--- config.mk ---
export PLATFORM = sky130hd
export DESIGN_NAME = ifu_fetch_resp
export DESIGN_NICKNAME = d
export VERILOG_FILES = /design/src/rtl/ifu_fetch_resp.sv
export SDC_FILE = /design/constraint.sdc
export NUM_CORES = 1
export LEC_CHECK = 0
export CAP_MARGIN = 20
export CORE_ASPECT_RATIO = 1.75
export CORE_UTILIZATION = 39
export DETAILED_ROUTE_END_ITERATION = 12
export PLACE_DENSITY = 0.88
export REMOVE_ABC_BUFFERS = 1
export SLEW_MARGIN = 20
export SYNTH_ARGS = -nofsm -noshare
export SYNTH_HDL_FRONTEND = slang
export SYNTH_SLANG_ARGS = --single-unit
--- constraint.sdc ---
create_clock -name clk -period 1.8 [get_ports clk]
set_input_delay 0.54 -clock clk [delete_from_list [all_inputs] [get_ports clk]]
set_output_delay 0.54 -clock clk [all_outputs]
set_load 0.01 [all_outputs]
--- src/rtl/ifu_fetch_resp.sv ---
// Memory-side fetch responder for the IFU: one single-beat read per pc, returning
// the selected 32-bit word with a one-cycle update pulse, including error/timeout paths.
//   state | meaning
//   IDLE  | waiting for fetch_en (and no stale beat to drain)
//   REQ   | arvalid up, waiting for arready
//   WAIT  | rready up, counting toward timeout
//   RESP  | update pulse, instr/fetch_err valid
module ifu_fetch_resp #(
  parameter int          TIMEOUT_CYC = 255,
  parameter logic [31:0] ERR_INSTR   = 32'h0000_0013
) (
  input  logic        clk,
  input  logic        rstn,
  input  logic [63:0] pc,
  input  logic        fetch_en,
  output logic [31:0] instr,
  output logic        update,
  output logic        fetch_err,
  output logic        busy,
  output logic [63:0] araddr,
  output logic        arvalid,
  input  logic        arready,
  input  logic [63:0] rdata,
  input  logic [1:0]  rresp,
  input  logic        rvalid,
  output logic        rready
);

  typedef enum logic [1:0] {IDLE, REQ, WAIT, RESP} state_t;

  localparam logic [15:0] CNT_LAST = 16'(TIMEOUT_CYC - 1);

  state_t      state, state_nxt;
  logic [63:2] pc_q;
  logic [15:0] cnt;
  logic        drain_pend;
  logic        start;
  logic        misaligned;
  logic        timeout;

  assign start      = fetch_en && !drain_pend;
  assign misaligned = (pc[1:0] != 2'b00);
  assign timeout    = (cnt == CNT_LAST);

  always_comb begin
    state_nxt = state;
    case (state)
      IDLE: if (start) state_nxt = misaligned ? RESP : REQ;
      REQ:  if (arready) state_nxt = WAIT;
      WAIT: if (rvalid || timeout) state_nxt = RESP;
      RESP: state_nxt = IDLE;
      default: state_nxt = IDLE;
    endcase
  end

  assign arvalid = (state == REQ);
  // A timed-out beat may still arrive later; keep accepting it until it is drained.
  assign rready  = (state == WAIT) || drain_pend;
  assign update  = (state == RESP);
  assign busy    = (state != IDLE) || drain_pend;
  assign araddr  = {pc_q[63:3], 3'b000};

  always_ff @(posedge clk or negedge rstn) begin
    if (!rstn) begin
      state      <= IDLE;
      pc_q       <= '0;
      cnt        <= '0;
      drain_pend <= 1'b0;
      instr      <= '0;
      fetch_err  <= 1'b0;
    end else begin
      state <= state_nxt;
      if (drain_pend && rvalid) drain_pend <= 1'b0;
      case (state)
        IDLE: begin
          if (start) begin
            pc_q <= pc[63:2];
            if (misaligned) begin
              instr     <= ERR_INSTR;
              fetch_err <= 1'b1;
            end
          end
        end
        REQ: begin
          if (arready) cnt <= '0;
        end
        WAIT: begin
          if (rvalid) begin
            fetch_err <= (rresp != 2'b00);
            if (rresp != 2'b00) instr <= ERR_INSTR;
            else                instr <= pc_q[2] ? rdata[63:32] : rdata[31:0];
          end else if (timeout) begin
            fetch_err  <= 1'b1;
            instr      <= ERR_INSTR;
            drain_pend <= 1'b1;
          end else begin
            cnt <= cnt + 16'd1;
          end
        end
        default: ;
      endcase
    end
  end

endmodule

== Word level (Yosys, flattened, before mapping) ==
Cells that the tools add are included.
Storage, ports and cells
  bits in registers: 114
  input port bits: 135
  output and inout port bits: 101
  logic and storage cells: 59
Operators by class
  add/subtract/negate cells: 1
  eq/ne operators: 11
  multiplexer cells: 25
  reductions and logical operators: 16
Operators by type and width (count)
  $mux 32: 6
  $pmux 32 s2: 1
  $mux 16: 3
  $pmux 16 s2: 1
  $add 16x1->16 const B: 1
  $eq 16x8->1 const B: 1
  $ne 2x2->1 const B: 5
  $reduce_bool 2->1: 5
  $mux 1: 8
  $mux 2: 4
  $pmux 2 s4: 1
  $reduce_and 4->1: 2
  $eq 2x2->1 const B: 2
  $logic_or 1x1->1: 3
  $ne 3x3->1 const B: 1
  $reduce_and 3->1: 1
  $eq 2x1->1 const B: 1
  $logic_and 1x1->1: 2
  $logic_not 2->1: 1
  $ne 2x1->1 const B: 1
  $pmux 1 s2: 1
  $reduce_and 2->1: 1
  $logic_not 1->1: 1

== Depth between registers and ports, before layout ==
Gate-level depths: netlist of the first run.
  depth in word-level cells: 5
  gate-level depth with buffers: 8
  depth with buffers taken out: 6

== Worst setup path after synthesis of the first run ==
Ideal clock, no wire load.
  kind: flip-flop to flip-flop
  from: reg cnt[12]
  to: reg instr[10]
  library setup time: 0.132 ns
  arrival time: 1.820 ns
  slack: -0.152 ns
  cell stages (with the launch flop): 7
  path buffers: 2
  cell sequence: dfrtp_1 > or4_4 > nor4_4 > o21ai_2 > buf_6 > buf_6 > o2bb2ai_1
On the way
  cells in the longest elaborated chain, start to end: 3
Ends and longest elaborated chain
  from (decl): line 35  | logic [15:0] cnt;
  from (signal assigned): line 97  | cnt <= cnt + 16'd1;
  $eq 16x8->1: line 43  | assign timeout = (cnt == CNT_LAST);
  $ne 3x3->1 (no line)
  $reduce_and 4->1 (no line)
  to (signal assigned): line 91  | else instr <= pc_q[2] ? rdata[63:32] : rdata[31:0];
  to (decl): line 16  | output logic [31:0] instr,
No other way between the ends.
A chain may end at the register's enable or synchronous reset.

== Worst setup path in the final report of the first run ==
  from: reg cnt[9]
  to: reg instr[16]
The elaborated chain is that of the path after synthesis.

==> qor.txt, run 1 <==
drt first pass iters: 4
P per Cell Area: 1500 nW/um^2
Worst IR Drop VDD: 0.000872 V
worst-path fanout max: 7
Routed WL: 18100 microns
detailed-route DRC error count: 0
distinct cell type count of the synthesized netlist: 53
Initial Util: 40.1%
DR vias: 4603
top cell type's share of synthesized area: 51.2%
initial antenna violation count: 0
area growth from synthesis to layout: 65.2%
vias per inst: 5.28
register area share after synthesis: 51.2%
M1 GR Usage: 20.9%
RSZ-0062 raised after global routing: true
met3 GRT Util: 5.38%
Mapped Cells: 455
Register Area: 2850 sq um
busiest layer in global routing: met2
ranking of synthesized cells by area: dfrtp_1, mux2_2, buf_4
antenna diode count: 0
Post-synth EDFFs: 0
Synth Area per Inst: 12.3 sq um
Clock Skew: 0.0108 ns
nets: 823
asr flop ratio synth: 100%
Reg clk slew, reported paths: 0.06 ns
CTS Buf Count: 17
share of layout cells above drive strength 1: 32.8%
first-pass GRT wire length: 24300 microns
Final Power: 13800 uW
Setup CP Type: reg2reg
Final WS setup: -0.226 ns
top_reg_cell synth: dfrtp_1
First DRT Iteration DRCs: 255
fmax: 494 MHz
largest net degree at the start of global routing: 63
Least-Margin Pin Slew: 0.603 ns
gr usage total: 21.5%
area leader, netlist: dfrtp_1
Setup crit start kind: register
GRT Residual Overflow: 0
cell count after placement: 825
H-tree levels: 4
most common cell in the netlist: dfrtp_1
Ports: 236
Post-synth top cells: dfrtp_1, mux2_2, buf_4
die area: 14800 sq um
Post-Synthesis Cell Area: 5580 sq um
num rows: 57
pre-CTS setup slack: -0.301 ns
Final Critical Period: 2.03 ns
Setup crit end kind: register
M2 GR Usage: 41.0%
vias in the first global route: 4809
Crit path required time: 2.09 ns
post-route insts no fill: 872
failing checks: negative setup slack
Hold Crit Class: in2async
Detail Route Antenna Nets: 0
Max clock buf depth: 2
Seq cells post-synth: 114
Setup violations, final: 48
synth warn: 0
Die H: 160 microns
MaxCap Viol Count: 0
Worst-Skew Late Latency: 0.41 ns
DR WL/cell: 20.8 microns
status: finished, violations left
die width: 92.4 microns
area of the multi-input gates: 2670 sq um
max_slew headroom: 59.8%
clock root buffer master: clkbuf_16
fillers: 980
post-detail-place hpwl: 11600 microns
gp weighted congestion: 0.866
Pleak: 0.00415 uW
clock sink total: 114
Hold Fails Final Rpt: 0
crit share post-route: 113%
WP data arrival: 2.31 ns
CTS tree: built
total core area: 13900 sq um
Slew Viols, Final: 0
number of port buffers: 232
Hold Worst Slack: 0.128 ns
[critical path, cell delays in order, from the launching register on]
cell       delay, ns
dfrtp_1         0.39
or4_4           0.58
nor4_4          0.30
buf_4           0.19
o21ai_4         0.12
clkbuf_16       0.21
o2bb2ai_2       0.12
[metal layers]
metal	wire length [microns]	vias to the layer above
met2	10300	243
met3	1160	52
met4	763	0
met5	0	-
met1	5910	2261
li1	-	2047
[flip-flops by register name (all words and copies together), names as in the netlist]
signal,flops
pc_q,62
instr,32
cnt,16
state,2
drain_pend,1
fetch_err,1
[power breakdown]
part	switching [uW]	internal, uW
registers	599	3490
clock network	1330	1840
logic	3140	3450
total	5060	8780
[area by class of cell]
type                    count  share of cell area (%)
flip-flops and latches    114                    31.0
clock inverters            14                    1.32
repair buffers            294                    31.2
clock buffers              18                    4.77
inverters                   9                   0.394
well taps                 177                    2.40
multi-input cells         246                    28.9
[logic make-up after synthesis]
| logic type | synth area share (%) |
|---|---|
| buffers and inverters | 11.2 |
| AOI/OAI and AO/OA | 9.81 |
| and+or+nand+nor | 7.61 |
| adders and majority gates | 1.35 |
| muxes | 18.9 |
| other | 0.0672 |
| DFF | 51.2 |
[final timing paths]
check / end / slack [ns] / cells past startpoint / start
setup / recovery: instr[16]$_DFFE_PN0P_ / -0.23 / 6 / cnt[9]$_DFFE_PN0P_
hold / removal: pc_q[22]$_DFFE_PN0P_ / 0.13 / 2 / rstn
setup reg to reg: instr[16]$_DFFE_PN0P_ / -0.23 / 6 / cnt[9]$_DFFE_PN0P_
hold reg to reg: instr[19]$_DFFE_PN0P_ / 0.48 / 1 / instr[19]$_DFFE_PN0P_
max in group asynchronous: pc_q[27]$_DFFE_PN0P_ / 1.38 / 2 / rstn
min in group clk: instr[19]$_DFFE_PN0P_ / 0.48 / 1 / instr[19]$_DFFE_PN0P_
[metrics by stage]
step / area, sq um / utilization [%] / setup TNS (ns)
floorplan: 5000 / - / -57.47
global placement: 7970 / 57.3 / -24.18
CTS: 8540 / 61.4 / -3.40
finish: 9210 / 66.2 / -8.23
detailed placement: 7970 / 57.3 / -27.80
global route: 9210 / 66.2 / -10.12
[layout by cell type, fill, tap and decap left out, types with 4 or more instances in the layout]
cell type	instances
nand3_1	7
inv_6	6
inv_1	7
nand2_1	11
o2bb2ai_4	11
clkinvlp_4	5
clkbuf_16	22
o2bb2ai_2	18
buf_12	6
mux2i_1	32
nand2b_1	5
or3_1	5
clkdlybuf4s50_1	133
buf_6	13
dlygate4sd2_1	94
buf_4	40
mux2_2	65
nor3_1	4
dfrtp_1	113
and3_1	4
nand4_1	4
a21oi_1	5
ha_4	4
[repair_timing]
action	4_1_cts	5_1_grt
gates cloned	0	7
hold endpoints to repair	0	0
buffers inserted	4	5
pin swaps	10	18
setup endpoints to repair	179	117
hold buffers	0	0
gates resized for setup	137	72
Power figures use the tool's default switching activity.
==> inputs of run 2 (changes only) <==
- CELL_PAD_IN_SITES_DETAIL_PLACEMENT: unset -> 2
- CELL_PAD_IN_SITES_GLOBAL_PLACEMENT: unset -> 2
- CORE_UTILIZATION: 39 -> 24
==> run 2 against run 1 <==
Compared with the run above: the run still ends with negative setup slack left; critical path depth grew 2; total power grew 6.9%; sequential share of layout area decreased by 1.2 points; critical path type unchanged; critical endpoint is now state[0]$_DFFE_PN0P_.
==> qor.txt, run 2 (synthesis gave the netlist of run 1 again) <==
MaxCap Viol Count: 0
biggest regs: pc_q (62), instr (32), cnt (16)
post-route insts no fill: 1001
Clock Skew: 0.00915 ns
die width: 117 microns
Final Critical Period: 2.04 ns
worst-path fanout max: 3
Slew Viols, Final: 0
First DRT Iteration DRCs: 167
antenna diode count: 0
DR vias: 4767
nets: 831
clock sink total: 114
Comb pwr share: 48.7%
P per Cell Area: 1540 nW/um^2
cell count after placement: 951
vias in the first global route: 5499
initial antenna violation count: 1
post-detail-place hpwl: 15500 microns
first-pass GRT wire length: 35300 microns
Switching Share: 37.4%
Setup violations, final: 51
most common cell after layout, fill and taps aside: clkdlybuf4s50_1
Ports: 236
num rows: 73
share of layout cells above drive strength 1: 35.5%
Reg clk slew, reported paths: 0.06 ns
largest net degree at the start of global routing: 93
Worst-Skew Late Latency: 0.44 ns
clock root buffer master: clkbuf_16
RSZ-0062 raised after global routing: true
Routed WL: 26400 microns
Crit path required time: 2.13 ns
WP data arrival: 2.37 ns
GRT Residual Overflow: 0
die area: 23900 sq um
fmax: 491 MHz
Reg with most FFs: pc_q
Final WS setup: -0.239 ns
Pint: 9270 uW
Setup crit end kind: register
Setup crit start kind: register
max_slew headroom: 62.3%
Die H: 204 microns
Initial Util: 24.5%
P_sw: 5530 uW
Pleak: 0.00431 uW
status: finished, violations left
clock share of power: 23.2%
crit share post-route: 113%
failing checks: negative setup slack
Max clock buf depth: 2
vias per inst: 4.76
Largest register FFs: 62
CTS tree: built
Core Util, Final: 42.2%
Detail Route Antenna Nets: 0
number of port buffers: 232
CTS Hold Bufs: 0
Hold Worst Slack: 0.148 ns
drt first pass iters: 4
area growth from synthesis to layout: 71.9%
CTS Buf Count: 17
gp weighted congestion: 0.754
total core area: 22700 sq um
Setup CP Type: reg2reg
Hold Crit Class: in2async
fillers: 2228
most frequent cells in the layout: clkdlybuf4s50_1, dfrtp_1, dlygate4sd2_1, mux2_2, buf_4
Worst IR Drop VDD: 0.000699 V
register share of total power: 28.2%
H-tree levels: 4
detailed-route DRC error count: 0
Least-Margin Pin Slew: 0.565 ns
Final TNS setup: -8.16 ns
DR WL/cell: 26.4 microns
Hold Fails Final Rpt: 0
gr usage total: 21.0%
[run 2: area by class of cell]
cell class                      count  area [sq um]  share of cell area, %
Tap cell                          300           375                   3.92
Clock buffer                       21           470                   4.91
Clock inverter                      9           108                   1.12
Multi-Input combinational cell    246          2710                   28.2
Sequential cell                   114          2860                   29.8
Timing Repair Buffer              302          3030                   31.6
Inverter                            9          33.8                  0.352
[run 2: power by group through the flow]
stage | clock network [uW] | registers [uW] | logic [uW]
final | 3430 | 4170 | 7200
after CTS | 3480 | 4130 | 6570
after detailed placement | 0 | 4150 | 6280
after floorplan | 0 | 4510 | 2130
after global placement | 0 | 4050 | 6020
after global routing | 3590 | 4280 | 7530
[run 2: stage by stage]
| step | instance area, sq um | setup WS, ns | power, uW |
|---|---|---|---|
| final | 9590 | -0.239 | 14800 |
| after global routing | 9590 | -0.328 | 15400 |
| after CTS | 9210 | -0.173 | 14200 |
| after detailed placement | 8160 | -0.421 | 10400 |
| after global placement | 8160 | -0.332 | 10100 |
| after floorplan | 5000 | -0.768 | 6640 |
[run 2: per-layer routing]
layer,share of wire (%),track usage [%],vias to the layer above
met2,57,40.1,219
li1,-,-,2063
met3,6.8,6.30,58
met5,0.049,0,-
met1,32,19.1,2425
met4,4.1,11.1,2
[run 2: repair_timing]
action,in CTS,in global routing
pin swaps,23,17
cloned,4,3
resized for setup,193,52
endpoints found under the setup margin,155,108
buffers inserted,11,5
[run 2: path summary, 6_finish.rpt]
| path | slack (ns) | cells after the start | endpoint | startpoint |
|---|---|---|---|---|
| max | -0.24 | 8 | state[0]$_DFFE_PN0P_ | cnt[0]$_DFFE_PN0P_ |
| min | 0.15 | 2 | pc_q[26]$_DFFE_PN0P_ | rstn |
| max reg2reg | -0.24 | 8 | state[0]$_DFFE_PN0P_ | cnt[0]$_DFFE_PN0P_ |
| min reg2reg | 0.50 | 1 | instr[22]$_DFFE_PN0P_ | instr[22]$_DFFE_PN0P_ |
| max in group asynchronous | 1.18 | 2 | cnt[6]$_DFFE_PN0P_ | rstn |
| min in group clk | 0.50 | 1 | instr[22]$_DFFE_PN0P_ | instr[22]$_DFFE_PN0P_ |
[run 2: critical path: stages (launching register included)]
cell and delay, ns:
dfrtp_1 0.39, inv_1 0.08, ha_2 0.22, nand4b_1 0.22, nor4_4 0.34, buf_4 0.20, buf_6 0.11, o221ai_2 0.12
a32oi_1 0.26
==> inputs of run 3 (changes only) <==
- CTS_CLUSTER_SIZE: unset -> 20
==> results of run 3 <==
The final DEF is identical to that of run 2; final timing and power are the same.
